## config.mk

```make
export PLATFORM = sky130hd
export DESIGN_NAME = flush_sequencer_flat
export DESIGN_NICKNAME = d
export VERILOG_FILES = /design/src/rtl/flush_sequencer_pkg.sv /design/src/rtl/flush_sequencer_if.sv /design/src/rtl/flush_chan_tracker.sv /design/src/rtl/flush_sequencer.sv /design/src/flat_wrapper.sv
export SDC_FILE = /design/constraint.sdc
export NUM_CORES = 1
export LEC_CHECK = 0
export CAP_MARGIN = 20
export CORE_AREA = 2 2 39 41
export DETAILED_ROUTE_END_ITERATION = 8
export DIE_AREA = 0 0 41 43
export GPL_ROUTABILITY_DRIVEN = 0
export GPL_TIMING_DRIVEN = 0
export HOLD_SLACK_MARGIN = 0.1
export PLACE_DENSITY_LB_ADDON = 0.15
export SLEW_MARGIN = 20
export SYNTH_ARGS = -nofsm -noshare
export SYNTH_HDL_FRONTEND = slang
export SYNTH_SLANG_ARGS = --single-unit
```

## constraint.sdc

```tcl
create_clock -name clk_i -period 4.9 [get_ports clk_i]
set_input_delay 1.225 -clock clk_i [delete_from_list [all_inputs] [get_ports clk_i]]
set_output_delay 1.225 -clock clk_i [all_outputs]
set_load 0.005 [all_outputs]
```

## src/rtl/flush_sequencer_pkg.sv

```systemverilog
// flush_sequencer shared types and defaults.
// FSM state encoding, channel limit and default fence channel masks.
package flush_sequencer_pkg;

   localparam int unsigned MAX_FLUSH_CHANS = 8;

   localparam logic [MAX_FLUSH_CHANS-1:0] FENCE_CHAN_MASK  = 8'h01;
   localparam logic [MAX_FLUSH_CHANS-1:0] FENCEI_CHAN_MASK = 8'h03;

   typedef enum logic {
      IDLE = 1'b0,
      BUSY = 1'b1
   } flush_seq_state_e;

endpackage

```

## src/rtl/flush_sequencer_if.sv

```systemverilog
// Cache flush request/acknowledge bundle, one bit per channel.
// The sequencer is the master; the cache subsystems are the slave side.
interface flush_sequencer_if #(
   parameter int unsigned NrChans = 2
);
   import flush_sequencer_pkg::*;

   logic [NrChans-1:0] flush_req;
   logic [NrChans-1:0] flush_ack;

   modport master (
      output flush_req,
      input  flush_ack
   );

   modport slave (
      input  flush_req,
      output flush_ack
   );

endinterface

```

## src/rtl/flush_chan_tracker.sv

```systemverilog
// One cache flush channel: pending bit that doubles as the registered request.
// An ack clears the bit before a same-cycle set is merged in.
module flush_chan_tracker (
   input  logic clk_i,
   input  logic rst_i,
   input  logic set_i,
   input  logic ack_i,
   input  logic kill_i,
   output logic req_o
);

   always_ff @(posedge clk_i or posedge rst_i) begin
      if (rst_i) begin
         req_o <= 1'b0;
      end else if (kill_i) begin
         req_o <= 1'b0;
      end else begin
         req_o <= (req_o & ~ack_i) | set_i;
      end
   end

endmodule

```

## src/rtl/flush_sequencer.sv

```systemverilog
// Pipeline flush strobe decode plus multi-channel cache flush sequencer.
// Optional watchdog enabled by defining FLUSH_SEQ_TIMEOUT_EN.
module flush_sequencer
   import flush_sequencer_pkg::*;
#(
   parameter int unsigned                 NrChans       = 2,
   parameter logic [MAX_FLUSH_CHANS-1:0]  FenceMask     = FENCE_CHAN_MASK,
   parameter logic [MAX_FLUSH_CHANS-1:0]  FenceIMask    = FENCEI_CHAN_MASK,
   parameter int unsigned                 TimeoutCycles = 4096
) (
   input  logic clk_i,
   input  logic rst_i,
   input  logic clr_i,
   input  logic mispredict_i,
   input  logic fence_i,
   input  logic fence_i_i,
   input  logic sfence_vma_i,
   input  logic flush_csr_i,
   input  logic flush_commit_i,
   input  logic ex_valid_i,
   input  logic eret_i,
   input  logic set_debug_pc_i,
   input  logic halt_csr_i,
   output logic set_pc_commit_o,
   output logic flush_if_o,
   output logic flush_unissued_instr_o,
   output logic flush_id_o,
   output logic flush_ex_o,
   output logic flush_bp_o,
   output logic flush_icache_o,
   output logic flush_tlb_o,
   flush_sequencer_if.master fl,
   output logic halt_o,
   output logic busy_o,
   output logic timeout_o
);

   localparam logic [NrChans-1:0] FMask  = FenceMask[NrChans-1:0];
   localparam logic [NrChans-1:0] FIMask = FenceIMask[NrChans-1:0];

   flush_seq_state_e   state_q, state_d;
   logic [NrChans-1:0] pend_q;
   logic [NrChans-1:0] pend_nxt;
   logic [NrChans-1:0] m;
   logic               kill;

   // Strobes are layered lowest to highest priority.
   always_comb begin
      set_pc_commit_o        = 1'b0;
      flush_if_o             = 1'b0;
      flush_unissued_instr_o = 1'b0;
      flush_id_o             = 1'b0;
      flush_ex_o             = 1'b0;
      flush_bp_o             = 1'b0;
      flush_icache_o         = 1'b0;
      flush_tlb_o            = 1'b0;
      if (mispredict_i) begin
         flush_if_o             = 1'b1;
         flush_unissued_instr_o = 1'b1;
      end
      if (fence_i | fence_i_i | sfence_vma_i |
          flush_csr_i | flush_commit_i) begin
         set_pc_commit_o        = 1'b1;
         flush_if_o             = 1'b1;
         flush_unissued_instr_o = 1'b1;
         flush_id_o             = 1'b1;
         flush_ex_o             = 1'b1;
      end
      if (fence_i_i) begin
         flush_icache_o = 1'b1;
      end
      if (sfence_vma_i) begin
         flush_tlb_o = 1'b1;
      end
      if (ex_valid_i | eret_i | set_debug_pc_i) begin
         set_pc_commit_o        = 1'b0;
         flush_if_o             = 1'b1;
         flush_unissued_instr_o = 1'b1;
         flush_id_o             = 1'b1;
         flush_ex_o             = 1'b1;
         flush_bp_o             = 1'b1;
      end
   end

   assign m = (fence_i   ? FMask  : '0) |
              (fence_i_i ? FIMask : '0);

   assign pend_nxt = (pend_q & ~fl.flush_ack) | m;

   for (genvar k = 0; k < NrChans; k++) begin : g_chan
      flush_chan_tracker u_trk (
         .clk_i  (clk_i),
         .rst_i  (rst_i),
         .set_i  (m[k]),
         .ack_i  (fl.flush_ack[k]),
         .kill_i (kill),
         .req_o  (pend_q[k])
      );
   end

   assign fl.flush_req = pend_q;

   always_ff @(posedge clk_i or posedge rst_i) begin
      if (rst_i) begin
         state_q <= IDLE;
      end else begin
         state_q <= state_d;
      end
   end

   always_comb begin
      state_d = state_q;
      unique case (state_q)
         IDLE: begin
            if (|m) begin
               state_d = BUSY;
            end
         end
         BUSY: begin
            if (kill || !(|pend_nxt)) begin
               state_d = IDLE;
            end
         end
         default: state_d = IDLE;
      endcase
   end

   assign busy_o = (state_q == BUSY);
   assign halt_o = halt_csr_i | busy_o;

`ifdef FLUSH_SEQ_TIMEOUT_EN
   localparam int unsigned CntW = $clog2(TimeoutCycles + 1);
   localparam logic [CntW-1:0] TMax = CntW'(TimeoutCycles);

   logic [CntW-1:0] cnt_q;
   logic            to_q;

   assign kill = busy_o && (cnt_q == TMax);

   // Counter rests at zero in IDLE, so it starts from zero on entering BUSY.
   always_ff @(posedge clk_i or posedge rst_i) begin
      if (rst_i) begin
         cnt_q <= '0;
      end else if (!busy_o) begin
         cnt_q <= '0;
      end else begin
         cnt_q <= cnt_q + 1'b1;
      end
   end

   always_ff @(posedge clk_i or posedge rst_i) begin
      if (rst_i) begin
         to_q <= 1'b0;
      end else if (clr_i) begin
         to_q <= 1'b0;
      end else if (kill) begin
         to_q <= 1'b1;
      end
   end

   assign timeout_o = to_q;
`else
   logic unused_clr;

   assign unused_clr = clr_i;
   assign kill       = 1'b0;
   assign timeout_o  = 1'b0;
`endif

endmodule

```

## src/flat_wrapper.sv

```systemverilog
// flat-port wrapper written by rule: the top's interface ports become plain ports
module flush_sequencer_flat import flush_sequencer_pkg::*;
#(
   parameter int unsigned                 NrChans       = 2,
   parameter logic [MAX_FLUSH_CHANS-1:0]  FenceMask     = FENCE_CHAN_MASK,
   parameter logic [MAX_FLUSH_CHANS-1:0]  FenceIMask    = FENCEI_CHAN_MASK,
   parameter int unsigned                 TimeoutCycles = 4096
)
  (clk_i, rst_i, clr_i, mispredict_i, fence_i, fence_i_i, sfence_vma_i, flush_csr_i, flush_commit_i, ex_valid_i, eret_i, set_debug_pc_i, halt_csr_i, set_pc_commit_o, flush_if_o, flush_unissued_instr_o, flush_id_o, flush_ex_o, flush_bp_o, flush_icache_o, flush_tlb_o, halt_o, busy_o, timeout_o, fl_flush_req, fl_flush_ack);
  flush_sequencer_if #(.NrChans(NrChans)) fl_i ();
  input  logic clk_i;
  input  logic rst_i;
  input  logic clr_i;
  input  logic mispredict_i;
  input  logic fence_i;
  input  logic fence_i_i;
  input  logic sfence_vma_i;
  input  logic flush_csr_i;
  input  logic flush_commit_i;
  input  logic ex_valid_i;
  input  logic eret_i;
  input  logic set_debug_pc_i;
  input  logic halt_csr_i;
  output logic set_pc_commit_o;
  output logic flush_if_o;
  output logic flush_unissued_instr_o;
  output logic flush_id_o;
  output logic flush_ex_o;
  output logic flush_bp_o;
  output logic flush_icache_o;
  output logic flush_tlb_o;
  output logic halt_o;
  output logic busy_o;
  output logic timeout_o;
  output wire logic [$bits(fl_i.flush_req)-1:0] fl_flush_req;
  input wire logic [$bits(fl_i.flush_ack)-1:0] fl_flush_ack;
  assign fl_flush_req = fl_i.flush_req;
  assign fl_i.flush_ack = fl_flush_ack;
  flush_sequencer #(.NrChans(NrChans), .FenceMask(FenceMask), .FenceIMask(FenceIMask), .TimeoutCycles(TimeoutCycles)) u_core (.clk_i(clk_i), .rst_i(rst_i), .clr_i(clr_i), .mispredict_i(mispredict_i), .fence_i(fence_i), .fence_i_i(fence_i_i), .sfence_vma_i(sfence_vma_i), .flush_csr_i(flush_csr_i), .flush_commit_i(flush_commit_i), .ex_valid_i(ex_valid_i), .eret_i(eret_i), .set_debug_pc_i(set_debug_pc_i), .halt_csr_i(halt_csr_i), .set_pc_commit_o(set_pc_commit_o), .flush_if_o(flush_if_o), .flush_unissued_instr_o(flush_unissued_instr_o), .flush_id_o(flush_id_o), .flush_ex_o(flush_ex_o), .flush_bp_o(flush_bp_o), .flush_icache_o(flush_icache_o), .flush_tlb_o(flush_tlb_o), .fl(fl_i), .halt_o(halt_o), .busy_o(busy_o), .timeout_o(timeout_o));
endmodule
```

==> results of run 1 <==
[critical path: cells and delay by family]
family        cells  cell delay (ns)
simple gates      3             1.10
buf+inv           3             0.98
[metal layers]
layer	global-route usage	share of wire
met1	0.09646	0.43
met4	0.04000	0
met2	0.1219	0.47
met3	0.04712	0.092
met5	0	0
[worst min-delay path by stage]
stage                                             from                           end  depth (start not counted)
after floorplan           u_core.g_chan[1].u_trk.req_o  u_core.g_chan[1].u_trk.req_o                          1
after global placement    u_core.g_chan[1].u_trk.req_o  u_core.g_chan[1].u_trk.req_o                          1
after detailed placement  u_core.g_chan[1].u_trk.req_o  u_core.g_chan[1].u_trk.req_o                          1
after CTS                 u_core.g_chan[1].u_trk.req_o  u_core.g_chan[1].u_trk.req_o                          1
after global routing      u_core.g_chan[1].u_trk.req_o  u_core.g_chan[1].u_trk.req_o                          1
final                     u_core.g_chan[1].u_trk.req_o  u_core.g_chan[1].u_trk.req_o                          1
[power groups by stage]
stage	Combinational [mW]	Clock (mW)	Sequential (mW)
6_report	0.0251	0.0434	0.0273
2_1_floorplan	0.00740	0	0.0274
3_5_place_dp	0.0253	0	0.0275
4_1_cts	0.0255	0.0452	0.0273
3_3_place_gp	0.0253	0	0.0275
5_1_grt	0.0275	0.0489	0.0275
[synthesized netlist by cell type]
cell	instances
or3_4	1
o2bb2ai_1	1
or4_4	1
or2_1	1
conb_1	1
dfrtp_1	3
a21o_1	1
buf_4	7
or2_2	1
nor2_1	3
inv_1	3
or3_1	1
o21ai_0	1
a211o_1	1
[through the flow]
step | instance area [sq um] | utilization | cells
after global routing | 521.8 | 0.3770 | 71
after global placement | 495.5 | 0.3580 | 67
after detailed placement | 495.5 | 0.3580 | 67
after floorplan | 225.2 | - | 26
final | 521.8 | 0.3770 | 71
after CTS | 521.8 | 0.3770 | 71
[state kept, by name, indices dropped and copies added (netlist names)]
| name | count |
|---|---|
| u_core.g_chan.u_trk.req_o | 2 |
| u_core.busy_o | 1 |
[cell type report]
type	count	area [sq um]	share of cell area
multi-input combinational	13	86.33	0.1655
tap	16	20.02	0.03837
inverter	3	11.26	0.02158
buffer	7	52.55	0.1007
clock buffer	4	26.28	0.05036
timing repair buffer	25	250.2	0.4796
sequential	3	75.07	0.1439
[cell families after synthesis]
| kind of cell | count (synthesis) | synth area share |
|---|---|---|
| buf+inv | 10 | 0.2833 |
| compound gates | 4 | 0.1333 |
| other cells | 1 | 0.01665 |
| flops | 3 | 0.3333 |
| simple gates | 8 | 0.2334 |
==> impl_metrics.csv, run 1 <==
group,metric,value,unit
timing,skew,0.002056,ns
pwr,switchingPower,20.24,uW
die,die_area,0.001763,sq mm
timing,report.final.hold_viol_count,0,
route,vias_per_cell,3.606,
synthesis,yosysTopAreaCell,"dfrtp_1",
route,ant_nets,0,
outcome,status,"completed",
route,drc,0,
run,cap_violations,0,
die,ioPinCount,28,
global_route,grt_overflow,0,
synthesis,synthDistinctLibCells,14,
clock_network,insertion_delay,0.23,ns
placement,post-place-ws,0.3558,ns
critical_path,endpoint_kind,"output pin",
pwr,peakVddDrop,193.0,uV
route,drt_iter0_drc,0,
pwr,p_int,75.59,uW
final_layout,layout_common_cells,"clkdlybuf4s50_1, buf_4",
synthesis,syn_nets,41,
critical_path,worstSetupStartpoint,"sfence_vma_i",
clock_network,clk_pin_slew,0.04,ns
clock_network,cts.htree.levels,1,
timing,slew_violations,0,
global_route,grt_pass1_wl,986,um
critical_path,crit_fanout,3,
timing,rsz0062_at_grt,"false",
synthesis,syn-instance-count,26,
clock_network,cts_tree,"yes",
synthesis,ys_seq_area_frac,0.3333,
route,vias,256,
timing,setup_ws,0.3632,ns
pwr,clock_power_share,0.453,
route,firstDrtPassIters,1,
clock_network,cts_hold_buf,0,
pwr,seqPwrFrac,0.285,
die,dieWidth,41,um
critical_path,worstReg2RegStart,"u_core.g_chan[1].u_trk.req_o",
clock_network,cts_resized,0,
critical_path,crit_type,"input port to output pin",
critical_path,slowest_stage,"or4_4",
global_route,grt_pass1_vias,244,
route,routedWlPerCell,8.887,um
placement,io_buffers,25,
final_layout,diodes,0,
global_route,grtUsageTotal,0.08434,
critical_path,crit_chain,"clkdlybuf4s50_1 -> or4_4 -> or3_4 -> or2_1 -> buf_4 -> clkdlybuf4s50_1",
timing,setup_violations,0,
critical_path,timing.rr.end,"u_core.busy_o",
pwr,switching_share,0.2112,
timing,finalSetupTns,0,ns
final_layout,drive_above_1_share,0.2364,
synthesis,yosys_warnings,0,
global_route,antenna_found_initial,0,
clock_network,cts_buffers,3,
pwr,power_density,183.7,mW/mm^2
hold_path,min_path_type,"flop to flop",
critical_path,required,3.67,ns
critical_path,cp-endpoint,"flush_unissued_instr_o",
route,drt-total-wl,631,um
clock_network,clock-root-buffer,"clkbuf_4",
timing,max_freq,0.2204,GHz
critical_path,crit_arrival,3.31,ns
critical_path,r2r_slack,3.98,ns
die,start_util,0.1627,
clock_network,cts.sinks,3,
pwr,power,95.82,uW
timing,fin_crit_sh,0.9259,
clock_network,cts_buffer_depth,2,
synthesis,yosys.area.top_type_share,0.3333,
final_layout,nets,71,
placement,place_hpwl,528.9,um
synthesis,synthTopCellsByArea,"dfrtp_1, buf_4, inv_1, nor2_1, or3_4",
critical_path,max_stage_delay,0.54,ns
pwr,p_leak,0.2262,nW
final_layout,nFillCells,146,
die,die_h,43,um
die,rows,14,
critical_path,cp_common_cell,"clkdlybuf4s50_1",
synthesis,syn_avg_cell_area,8.662,sq um
timing,min_period,4.537,ns
global_route,grt_max_degree,6,
pwr,comb_power_share,0.262,
critical_path,cp-start-kind,"input port",
final_layout,final_common_cell,"clkdlybuf4s50_1",
synthesis,ys_ff_latch,3,
die,core-area,0.001384,sq mm
final_layout,area_growth,131.7,%
critical_path,r2r_cells,2,
timing,whs,0.5122,ns
clock_network,post-cts-setup-buffers,0,
synthesis,syn_area,225.2,sq um
No activity file was read; power rests on OpenSTA's default activity.
==> run 2, diff against run 1 <==
--- a/config.mk
+++ b/config.mk
@@ -5,8 +5,8 @@
 export SDC_FILE = /design/constraint.sdc
 export NUM_CORES = 1
 export LEC_CHECK = 0
-export CAP_MARGIN = 20
 export CORE_AREA = 2 2 39 41
+export CTS_CLUSTER_SIZE = 30
 export DETAILED_ROUTE_END_ITERATION = 8
 export DIE_AREA = 0 0 41 43
 export GPL_ROUTABILITY_DRIVEN = 0
==> results of run 2 <==
Final layout, timing and power as in run 1 (identical DEF).
==> run 3, diff against run 2 <==
--- a/config.mk
+++ b/config.mk
@@ -13,6 +13,7 @@
 export GPL_TIMING_DRIVEN = 0
 export HOLD_SLACK_MARGIN = 0.1
 export PLACE_DENSITY_LB_ADDON = 0.15
+export SKIP_CTS_REPAIR_TIMING = 1
 export SLEW_MARGIN = 20
 export SYNTH_ARGS = -nofsm -noshare
 export SYNTH_HDL_FRONTEND = slang
==> results of run 3 <==
Final layout, timing and power as in run 1 (identical DEF).
